==> config.mk <==
export PLATFORM = sky130hd
export DESIGN_NAME = serial_tx_negedge_flat
export DESIGN_NICKNAME = d
export VERILOG_FILES = /design/src/rtl/serial_tx_negedge_if.sv /design/src/rtl/serial_tx_negedge.sv /design/src/flat_wrapper.sv
export SDC_FILE = /design/constraint.sdc
export NUM_CORES = 1
export LEC_CHECK = 0
export CAP_MARGIN = 20
export CORE_MARGIN = 2
export CORE_UTILIZATION = 45
export DETAILED_ROUTE_END_ITERATION = 10
export GPL_ROUTABILITY_DRIVEN = 0
export GPL_TIMING_DRIVEN = 0
export PLACE_DENSITY = 0.63
export RECOVER_POWER = 100
export SETUP_SLACK_MARGIN = 0.4
export SLEW_MARGIN = 20
export SYNTH_ARGS = -nofsm -noshare
export SYNTH_HDL_FRONTEND = slang
export SYNTH_SLANG_ARGS = --single-unit
==> constraint.sdc <==
create_clock -name clock -period 2.6 [get_ports clock]
set_input_delay 0.65 -clock clock [delete_from_list [all_inputs] [get_ports clock]]
set_output_delay 0.65 -clock clock [all_outputs]
set_load 0.01 [all_outputs]
==> src/rtl/serial_tx_negedge_if.sv <==
`default_nettype none
// ============================================================================
// Module   : serial_tx_negedge_if
// Brief    : Request/payload and serial-line status bundle for serial_tx_negedge.
// Revision : 1.0 - initial release
// ============================================================================
interface serial_tx_negedge_if #(
    parameter int DATA_W = 8
);
    logic              start;
    logic [DATA_W-1:0] data;
    logic              tx;
    logic              busy;
    logic              done;

    modport master (
        output start,
        output data,
        input  tx,
        input  busy,
        input  done
    );

    modport slave (
        input  start,
        input  data,
        output tx,
        output busy,
        output done
    );
endinterface
`default_nettype wire

==> src/rtl/serial_tx_negedge.sv <==
`default_nettype none
// ============================================================================
// Module   : serial_tx_negedge
// Brief    : Falling-edge framed serial transmitter (start, LSB-first data,
//            optional even parity under TX_PARITY_EN, stop).
// Revision : 1.0 - initial release
// ============================================================================
module serial_tx_negedge #(
    parameter int DATA_W       = 8,
    parameter int CLKS_PER_BIT = 4
) (
    input  wire logic         clock,
    input  wire logic         resetn,
    serial_tx_negedge_if.slave bus
);
    localparam int c_cnt_w = $clog2(CLKS_PER_BIT) + 1;
    localparam int c_idx_w = $clog2(DATA_W) + 1;
    localparam logic [c_cnt_w-1:0] c_cnt_last = c_cnt_w'(CLKS_PER_BIT - 1);
    localparam logic [c_idx_w-1:0] c_idx_last = c_idx_w'(DATA_W - 1);

    typedef enum logic [2:0] {
        S_IDLE   = 3'd0,
        S_START  = 3'd1,
        S_DATA   = 3'd2,
`ifdef TX_PARITY_EN
        S_PARITY = 3'd3,
`endif
        S_STOP   = 3'd4
    } state_t;

    state_t              r_state;
    state_t              w_state_nx;
    logic [c_cnt_w-1:0]  r_cnt;
    logic [c_cnt_w-1:0]  w_cnt_nx;
    logic [c_idx_w-1:0]  r_idx;
    logic [c_idx_w-1:0]  w_idx_nx;
    logic [DATA_W-1:0]   r_shreg;
    logic [DATA_W-1:0]   w_shreg_nx;
    logic [DATA_W-1:0]   w_sh_shift;
    logic                r_tx;
    logic                w_tx_nx;
    logic                r_busy;
    logic                w_busy_nx;
    logic                r_done;
    logic                w_done_nx;
    logic                w_bit_end;
`ifdef TX_PARITY_EN
    logic                r_parity;
    logic                w_parity_nx;
`endif

    assign w_bit_end  = (r_cnt == c_cnt_last);
    assign w_sh_shift = r_shreg >> 1;

    assign bus.tx   = r_tx;
    assign bus.busy = r_busy;
    assign bus.done = r_done;

    always_ff @(negedge clock) begin
        if (!resetn) begin
            r_state  <= S_IDLE;
            r_cnt    <= '0;
            r_idx    <= '0;
            r_shreg  <= '0;
            r_tx     <= 1'b1;
            r_busy   <= 1'b0;
            r_done   <= 1'b0;
`ifdef TX_PARITY_EN
            r_parity <= 1'b0;
`endif
        end else begin
            r_state  <= w_state_nx;
            r_cnt    <= w_cnt_nx;
            r_idx    <= w_idx_nx;
            r_shreg  <= w_shreg_nx;
            r_tx     <= w_tx_nx;
            r_busy   <= w_busy_nx;
            r_done   <= w_done_nx;
`ifdef TX_PARITY_EN
            r_parity <= w_parity_nx;
`endif
        end
    end

    // Output registers are loaded with the value for the state being entered,
    // so tx changes on the same edge as the state transition.
    always_comb begin
        w_state_nx  = r_state;
        w_cnt_nx    = w_bit_end ? '0 : r_cnt + c_cnt_w'(1);
        w_idx_nx    = r_idx;
        w_shreg_nx  = r_shreg;
        w_tx_nx     = 1'b1;
        w_busy_nx   = 1'b1;
        w_done_nx   = 1'b0;
`ifdef TX_PARITY_EN
        w_parity_nx = r_parity;
`endif
        case (r_state)
            S_IDLE: begin
                w_busy_nx = 1'b0;
                w_cnt_nx  = '0;
                if (bus.start) begin
                    w_state_nx  = S_START;
                    w_idx_nx    = '0;
                    w_shreg_nx  = bus.data;
                    w_tx_nx     = 1'b0;
                    w_busy_nx   = 1'b1;
`ifdef TX_PARITY_EN
                    w_parity_nx = ^bus.data;
`endif
                end
            end
            S_START: begin
                w_tx_nx = 1'b0;
                if (w_bit_end) begin
                    w_state_nx = S_DATA;
                    w_tx_nx    = r_shreg[0];
                end
            end
            S_DATA: begin
                w_tx_nx = r_shreg[0];
                if (w_bit_end) begin
                    if (r_idx == c_idx_last) begin
`ifdef TX_PARITY_EN
                        w_state_nx = S_PARITY;
                        w_tx_nx    = r_parity;
`else
                        w_state_nx = S_STOP;
                        w_tx_nx    = 1'b1;
`endif
                    end else begin
                        w_idx_nx   = r_idx + c_idx_w'(1);
                        w_shreg_nx = w_sh_shift;
                        w_tx_nx    = w_sh_shift[0];
                    end
                end
            end
`ifdef TX_PARITY_EN
            S_PARITY: begin
                w_tx_nx = r_parity;
                if (w_bit_end) begin
                    w_state_nx = S_STOP;
                    w_tx_nx    = 1'b1;
                end
            end
`endif
            S_STOP: begin
                if (w_bit_end) begin
                    w_state_nx = S_IDLE;
                    w_busy_nx  = 1'b0;
                    w_done_nx  = 1'b1;
                end
            end
            default: begin
                w_state_nx = S_IDLE;
                w_busy_nx  = 1'b0;
                w_cnt_nx   = '0;
            end
        endcase
    end
endmodule
`default_nettype wire

==> src/flat_wrapper.sv <==
// flat-port wrapper written by rule: the top's interface ports become plain ports
module serial_tx_negedge_flat 
#(
    parameter int DATA_W       = 8,
    parameter int CLKS_PER_BIT = 4
)
  (clock, resetn, bus_start, bus_data, bus_tx, bus_busy, bus_done);
  serial_tx_negedge_if #(.DATA_W(DATA_W)) bus_i ();
  input  wire logic clock;
  input  wire logic resetn;
  input wire logic [$bits(bus_i.start)-1:0] bus_start;
  input wire logic [$bits(bus_i.data)-1:0] bus_data;
  output wire logic [$bits(bus_i.tx)-1:0] bus_tx;
  output wire logic [$bits(bus_i.busy)-1:0] bus_busy;
  output wire logic [$bits(bus_i.done)-1:0] bus_done;
  assign bus_i.start = bus_start;
  assign bus_i.data = bus_data;
  assign bus_tx = bus_i.tx;
  assign bus_busy = bus_i.busy;
  assign bus_done = bus_i.done;
  serial_tx_negedge #(.DATA_W(DATA_W), .CLKS_PER_BIT(CLKS_PER_BIT)) u_core (.clock(clock), .resetn(resetn), .bus(bus_i));
endmodule
Word-level counts from Yosys, hierarchy flattened. Cells that the tools add are included.

Add/sub/neg operators: 2. Equality and inequality tests: 11. Muxes and demuxes: 23. Bitwise gates (word level): 2. Reductions and logical operators: 8.

Operators with widths (count): $mux W8 (3); $pmux W8 S2 (1); $mux W3 (5); $mux W4 (3); $pmux W3 S4 (1); $ne A2 B1 Y1 const B (4); $pmux W4 S2 (1); $mux W1 (7); $eq A3 B2 Y1 const B (2); $pmux W1 S3 (2); $reduce_or A3 Y1 (2); $reduce_and A5 Y1 (1); $add A4 B1 Y4 const B (1); $eq A4 B3 Y1 const B (1); $ne A2 B2 Y1 const B (2); $reduce_and A4 Y1 (1); $add A3 B1 Y3 const B (1); $eq A3 B1 Y1 const B (1); $eq A3 B3 Y1 const B (1); $logic_not A3 Y1 (1); $not A1 Y1 (2); $reduce_and A2 Y1 (1); $reduce_bool A2 Y1 (1); $reduce_or A2 Y1 (1).

Flip-flop bits (word level): 21. Bits of input ports: 11. Output and inout bits: 3. Word-level logic and storage cells: 53.

Longest topological paths before layout. Gate-level depths: netlist (run 1).

Word-level depth: 4. Gate-level depth with buffers: 6. Gate-level depth less buffers: 5.

==> results of run 1 <==
cells in the mapped netlist:
master | number | area [sq um]
or3_1 | 1 | 6.26
clkinv_1 | 1 | 3.75
or3b_2 | 1 | 8.76
nand3b_1 | 3 | 22.5
buf_6 | 1 | 11.3
a21oi_1 | 7 | 35.0
o2111ai_1 | 1 | 8.76
or4_1 | 1 | 7.51
xor2_1 | 1 | 8.76
nor4b_4 | 1 | 23.8
nor2_1 | 12 | 45.0
nand3_1 | 4 | 20.0
o211ai_1 | 1 | 7.51
a221oi_1 | 7 | 61.3
dfxtp_1 | 21 | 420
nand2b_1 | 2 | 12.5
clkbuf_1 | 2 | 7.51
and3b_1 | 1 | 8.76
o32a_1 | 1 | 10.0
o21ai_2 | 1 | 8.76
nand2_1 | 4 | 15.0
inv_1 | 4 | 15.0
o21ai_0 | 7 | 35.0
ha_1 | 3 | 37.5
or4b_1 | 1 | 10.0
a21boi_0 | 1 | 7.51
nor3_1 | 5 | 25.0
buf_2 | 2 | 10.0
and4bb_2 | 1 | 12.5
nand4bb_4 | 1 | 27.5
mux2i_1 | 8 | 80.1
nor3b_1 | 1 | 7.51
buf_4 | 2 | 15.0
nor3b_2 | 1 | 12.5
a211oi_1 | 1 | 7.51
o21bai_1 | 1 | 7.51
nor2b_1 | 2 | 12.5
area by class of cell:
cell class              instances  area, sq um
multi-input cells              82          689
clock buffers                   3         22.5
well taps                      28         35.0
flip-flops and latches         21          424
fillers                       197          742
plain buffers                   7         43.8
clock inverters                22          109
inverters                       4         15.0
repair buffers                 17          153
worst register-to-register path: cells and delay by family, from the launching register on:
kind / cells / cell delay, ns
AND/OR/NAND/NOR: 2 / 0.57
flip-flops: 1 / 0.33
AO/OA/AOI/OAI: 1 / 0.32
adder cells (fa/ha/maj): 2 / 0.28
buffers and inverters: 1 / 0.21
routing by layer:
layer | global-route usage (%) | share of wire (%) | up-vias
met1 | 22.5 | 45 | 496
met5 | 0 | 0 | -
met4 | 9.40 | 1.0 | 0
met2 | 33.3 | 51 | 17
li1 | - | - | 504
met3 | 6.78 | 3.2 | 2
layout by cell type, fill, tap and decap left out, types with 2 or more instances in the layout:
cell type	netlist	final
dfxtp_1	21	18
o21ai_0	7	6
clkdlybuf4s50_1	0	8
nand2_1	4	4
dfxtp_2	0	3
inv_1	4	24
clkbuf_1	2	3
clkbuf_4	0	3
mux2i_1	8	8
buf_6	1	4
a221oi_2	0	7
a21oi_1	7	5
ha_1	3	3
nor3_1	5	4
buf_2	2	2
nor2_1	12	12
nand3_1	4	4
nor2b_1	2	2
buf_4	2	6
a21oi_2	0	2
nand3b_1	3	3
through the flow:
stage / setup TNS [ns] / utilization [%] / total power, mW / hold WS (ns) / area, sq um
floorplan: -1.66 / - / 0.451 / 0.390 / 1130
global placement: -14.54 / 58.0 / 0.483 / 0.401 / 1290
detailed placement: -14.84 / 58.0 / 0.485 / 0.427 / 1290
CTS: -0.479 / 68.3 / 0.838 / 0.433 / 1530
global route: -0.759 / 66.8 / 0.878 / 0.456 / 1490
finish: -0.631 / 66.8 / 0.825 / 0.424 / 1490
kinds of logic after synthesis:
logic type / count (synthesis) / share of synthesized area [%]
DFF: 21 / 39.1
xor gates and xnor gates: 1 / 0.814
adders and majority gates: 3 / 3.49
buffers and inverters: 12 / 5.81
and+or+nand+nor: 42 / 25.8
AOI/OAI and AO/OA: 28 / 17.6
muxes: 8 / 7.44
registers in the layout, indices dropped and copies added, names as in the netlist:
name             flops
u_core.bus.busy      1
u_core.bus.done      1
u_core.bus.tx        1
u_core.r_cnt         3
u_core.r_idx         4
u_core.r_shreg       8
u_core.r_state       3
power by group:
| part | switching, mW | leakage, nW | total, mW | internal [mW] |
|---|---|---|---|---|
| registers | 0.00674 | 0.173 | 0.345 | 0.338 |
| logic | 0.0458 | 0.292 | 0.0960 | 0.0503 |
| clock network | 0.187 | 0.140 | 0.384 | 0.197 |
| total | 0.239 | 0.604 | 0.825 | 0.586 |
worst max path at each step:
stage                                          end  cells past startpoint
finish                                      bus_tx                      1
floorplan           u_core.r_shreg[0]$_SDFFE_NN0P_                      3
CTS                                       bus_done                      1
global route                              bus_done                      1
detailed placement  u_core.r_shreg[5]$_SDFFE_NN0P_                      4
global placement    u_core.r_shreg[2]$_SDFFE_NN0P_                      4
repair_timing:
action                                  in CTS  in global routing
endpoints found under the setup margin      24                 16
resized for setup                           43                  2
buffers inserted                             3                  1
pin swaps                                    6                  1
==> metrics.md, run 1 <==
| Metric | Value |
|---|---|
| Measured slew at the worst slew-check pin | `0.526 ns` |
| Critical path, cell by cell | `buf_6` |
| HPWL after DPL | `1540 microns` |
| Cell Pwr Density | `553 nW/um^2` |
| Syn_area_per_cell | `a little over 9 sq um` |
| Die area | `roughly 2800 sq um` |
| FF-to-FF path depth | `6` |
| Reg2Reg Setup Slack | `0.82 ns` |
| Vias per inst | `5.54` |
| Vias | `~1000` |
| DRC | `0` |
| Routed wire length | `2440 microns` |
| CTS tree | `yes` |
| Final hold vios | `0` |
| First-pass GRT wire length | `4130 microns` |
| Ports | `14` |
| Dpl cells | `156` |
| Sequential area share after synthesis | `roughly two fifths` |
| DRT iter0 DRCs | `8` |
| #FFs+latches synth | `21` |
| R2R Path Start | `u_core.r_cnt[0]$_SDFF_NP0_` |
| Clock tree buffer depth | `2` |
| Syn Nets | `129` |
| Worst Slack Setup Final | `-0.145 ns` |
| TritonCTS Buffers | `3` |
| Worst setup EP type | `primary output` |
| WP buf/inv | `1` |
| Clock skew after layout | `0.0174 ns` |
| Vias in the first global route | `slightly above 1000` |
| Largest net degree at the start of global routing | `13` |
| CP Launch Type | `register` |
| Pre-CTS setup slack | `-0.886 ns` |
| Die Y-Extent | `52.9 microns` |
| Clock Sink Count | `21` |
| Slowest CP cell | `dfxtp_2` |
| Cells after synthesis | `115` |
| Port Buffers | `13` |
| Unrepaired setup endpoints after global routing | `yes` |
| Worst hold endpoint | `u_core.r_cnt[0]$_SDFF_NP0_` |
| Final nets | `171` |
| Outcome | `finished with violations` |
| DR pass1 iterations | `4` |
| Syn. warnings | `0` |
| Die extent in x | `roughly 53 microns` |
| Row count | `17` |
| N_diodes | `0` |
| Post-route ant nets | `0` |
| Layout cells sized above 1 | `26.9%` |
| Antenna violations before repair | `0` |
| Core Region | `roughly 2200 sq um` |
| Number of distinct library cells after synthesis | `37` |
| Max incr delay on CP | `between 0.3 and 0.4 ns` |
| WL/cell | `~13 microns` |
| MaxCap Viol Count | `0` |
| Worst Hold Path Cells | `1` |
| Setup Viol. Count Final | `8` |
| Max_slew headroom | `64.9%` |
| Post-Syn Area | `1080 sq um` |
| Tot GR Track Use | `19.9%` |
| Hold/Removal Path Class | `register to register` |
| Arr. time, crit path | `2.10 ns` |
| Final slew viol count | `0` |
| Critical path startpoint | `u_core.bus.tx$_SDFF_NN1_` |
| CP required | `1.95 ns` |
| Pleak | `0.604 nW` |
| Non-Filler Instances | `184` |
| Clk Latency, worst-skew pair | `around 0.38 ns` |
| CP max FO | `1` |
| Area Overhead vs Synth | `38.6%` |
| Initial Util | `slightly below 50%` |
| Clock transition at path regs | `0.05 ns` |
| Hold_sp | `u_core.r_cnt[0]$_SDFF_NP0_` |
| CP delay by family, top | `flip-flops` |
| Worst reg2reg endpoint | `u_core.r_shreg[5]$_SDFFE_NN0P_` |
| Hold buffer count at CTS | `0` |
| Htree depth | `1` |
| Worst vdd ir | `0.427 mV` |
| Critical path class | `register to primary output` |
| Root Driver | `clkbuf_4` |
| GRT Residual Overflow | `0` |
| Failing checks | `setup timing` |
No activity file was read; power rests on OpenSTA's default activity.
==> run 2: changes to the inputs <==
--- a/config.mk
+++ b/config.mk
@@ -12,7 +12,7 @@
 export GPL_ROUTABILITY_DRIVEN = 0
 export GPL_TIMING_DRIVEN = 0
 export PLACE_DENSITY = 0.63
-export RECOVER_POWER = 100
+export RECOVER_POWER = 25
 export SETUP_SLACK_MARGIN = 0.4
 export SLEW_MARGIN = 20
 export SYNTH_ARGS = -nofsm -noshare
==> run 2 against run 1 <==
  * The run still ends with setup timing left
  * Final cell count did not move
  * Die area did not move
  * Clock skew fell by 0.0051 ns
  * Worst setup slack got worse by 0.0023 ns
  * Routed wire length fell by 0.33%
  * Combinational power rose by 7%
  * First-iteration DRC count rose by 38%
  * Non-clock buffer count did not move
  * Via count fell by 1.6%
  * Count of clock-buffer cells in the layout did not move
  * Register-to-register slack barely moved
  * Sequential cell count did not move
  * Critical endpoint is now bus_done
==> metrics.md, run 2 (synthesis gave the netlist of run 1 again) <==
| Metric | Value |
|---|---|
| Max reg flops | `8` |
| Commonest non-fill, non-tap cells in the layout | `inv_1 (24), dfxtp_1 (18), nor2_1 (12)` |
| Worst setup EP type | `primary output` |
| Largest Register | `u_core.r_shreg` |
| Die Y-Extent | `about 53 microns` |
| Critical path, cell by cell | `buf_6` |
| Largest net degree at the start of global routing | `13` |
| MaxCap Viol Count | `0` |
| Hold buffer count at CTS | `0` |
| Final hold vios | `0` |
| Setup Viol. Count Final | `5` |
| Cell Pwr Density | `541 nW/um^2` |
| Reg2Reg Setup Slack | `between 0.8 and 0.9 ns` |
| Routed wl met3 | `around 75 microns` |
| Initial Util | `between 40% and 50%` |
| DRT iter0 DRCs | `11` |
| Clock transition at path regs | `0.05 ns` |
| Root Driver | `clkbuf_4` |
| Arr. time, crit path | `2.10 ns` |
| FF-to-FF path depth | `6` |
| DRC | `0` |
| Outcome | `finished with violations` |
| Die extent in x | `52.9 microns` |
| Worst vdd ir | `0.428 mV` |
| FILL cells | `191` |
| Post-layout util | `68.7%` |
| Metal2 WL | `1250 microns` |
| Tot GR Track Use | `19.9%` |
| WP buf/inv | `1` |
| Clock Sink Count | `21` |
| Critical path class | `register to primary output` |
| CP Depth | `1` |
| Max Used Layer | `met4` |
| Worst Hold Path Cells | `1` |
| Clock skew after layout | `0.0124 ns` |
| Routed wire length | `2430 microns` |
| TNS Setup | `-0.510 ns` |
| Slowest CP cell | `dfxtp_2` |
| Commonest non-fill, non-tap cell in the layout | `inv_1` |
| Worst Slack Setup Final | `-0.147 ns` |
| HPWL after DPL | `1540 microns` |
| Area Overhead vs Synth | `42.7%` |
| Vias | `roughly 1000` |
| N_diodes | `0` |
| Die area | `~2800 sq um` |
| Ports | `14` |
| Layout cells sized above 1 | `between 20% and 30%` |
| CP Launch Type | `register` |
| DR pass1 iterations | `4` |
| WL/cell | `13.2 microns` |
| Htree depth | `1` |
| CP max FO | `1` |
| GRT Residual Overflow | `0` |
| Failing checks | `setup timing` |
| Core Region | `2230 sq um` |
| Port Buffers | `13` |
| CP delay by family, top | `flip-flops` |
| Unrepaired setup endpoints after global routing | `yes` |
| Vias in the first global route | `between 1000 and 1500` |
| Vias per inst | `roughly 5.5` |
| Post-route ant nets | `0` |
| Antenna violations before repair | `0` |
| Clock tree buffer depth | `2` |
| Max incr delay on CP | `0.31 ns` |
| Row count | `17` |
| Measured slew at the worst slew-check pin | `0.628 ns` |
| Final nets | `approximately 170` |
| Clk Latency, worst-skew pair | `0.38 ns` |
| Pleak | `0.612 nW` |
| Routed met1 length | `1080 microns` |
| CTS tree | `yes` |
| Final slew viol count | `0` |
| Top flop regs | `u_core.r_shreg (8), u_core.r_idx (4)` |
| Placed inst area | `1290 sq um` |
| CP required | `1.95 ns` |
| First-pass GRT wire length | `4130 microns` |
| Hold/Removal Path Class | `register to register` |
| Final instance area | `1540 sq um` |
| TritonCTS Buffers | `3` |
| Max_slew headroom | `58.2%` |
==> run 2: cell count changes in the layout (fill, tap and decap cells not counted), sizes merged <==
| cell | change |
|---|---|
| inv | -1 |
| clkbuf | -1 |
| clkinv | +1 |
| buf | +1 |
==> run 2: what timing repair did <==
item                                    CTS  global route
resized for setup                        43             2
pin swaps                                 6             1
endpoints found under the setup margin   24            16
hold endpoints to repair                  0             0
setup buffers                             3             1
==> run 2: through the flow <==
step                      power (mW)  setup WS [ns]  instances  hold slack (ns)
after floorplan                0.451         -0.155        115            0.390
after global placement         0.483         -0.859        156            0.401
final                          0.830         -0.147        184            0.424
after CTS                      0.838         -0.167        183            0.433
after global routing           0.885         -0.181        184            0.456
after detailed placement       0.485         -0.886        156            0.427
==> run 2: area by class of cell <==
type	instances	area, sq um	share of cell area [%]
multi-input cells	82	714	46.5
flip-flops and latches	21	424	27.6
repair buffers	17	166	10.8
clock inverters	22	109	7.09
plain buffers	7	43.8	2.85
well taps	28	35.0	2.28
clock buffers	3	22.5	1.47
inverters	4	20.0	1.30
==> run 2: routing by layer <==
layer / global-route usage, % / up-vias
met3: 6.78 / 2
met5: 0 / -
met1: 22.5 / 483
met2: 33.3 / 15
met4: 9.40 / 0
li1: - / 503
==> run 2: final timing paths <==
kind	start	endpoint
setup reg to reg	u_core.r_cnt[0]$_SDFF_NP0_	u_core.r_shreg[5]$_SDFFE_NN0P_
hold / removal	u_core.r_cnt[0]$_SDFF_NP0_	u_core.r_cnt[0]$_SDFF_NP0_
setup / recovery	u_core.bus.done$_SDFF_NN0_	bus_done
hold reg to reg	u_core.r_cnt[0]$_SDFF_NP0_	u_core.r_cnt[0]$_SDFF_NP0_
==> run 2: where the power goes <==
part	internal, mW	switching [mW]	total, mW
sequential	0.338	0.00673	0.345
clock	0.197	0.185	0.382
combinational	0.0543	0.0488	0.103
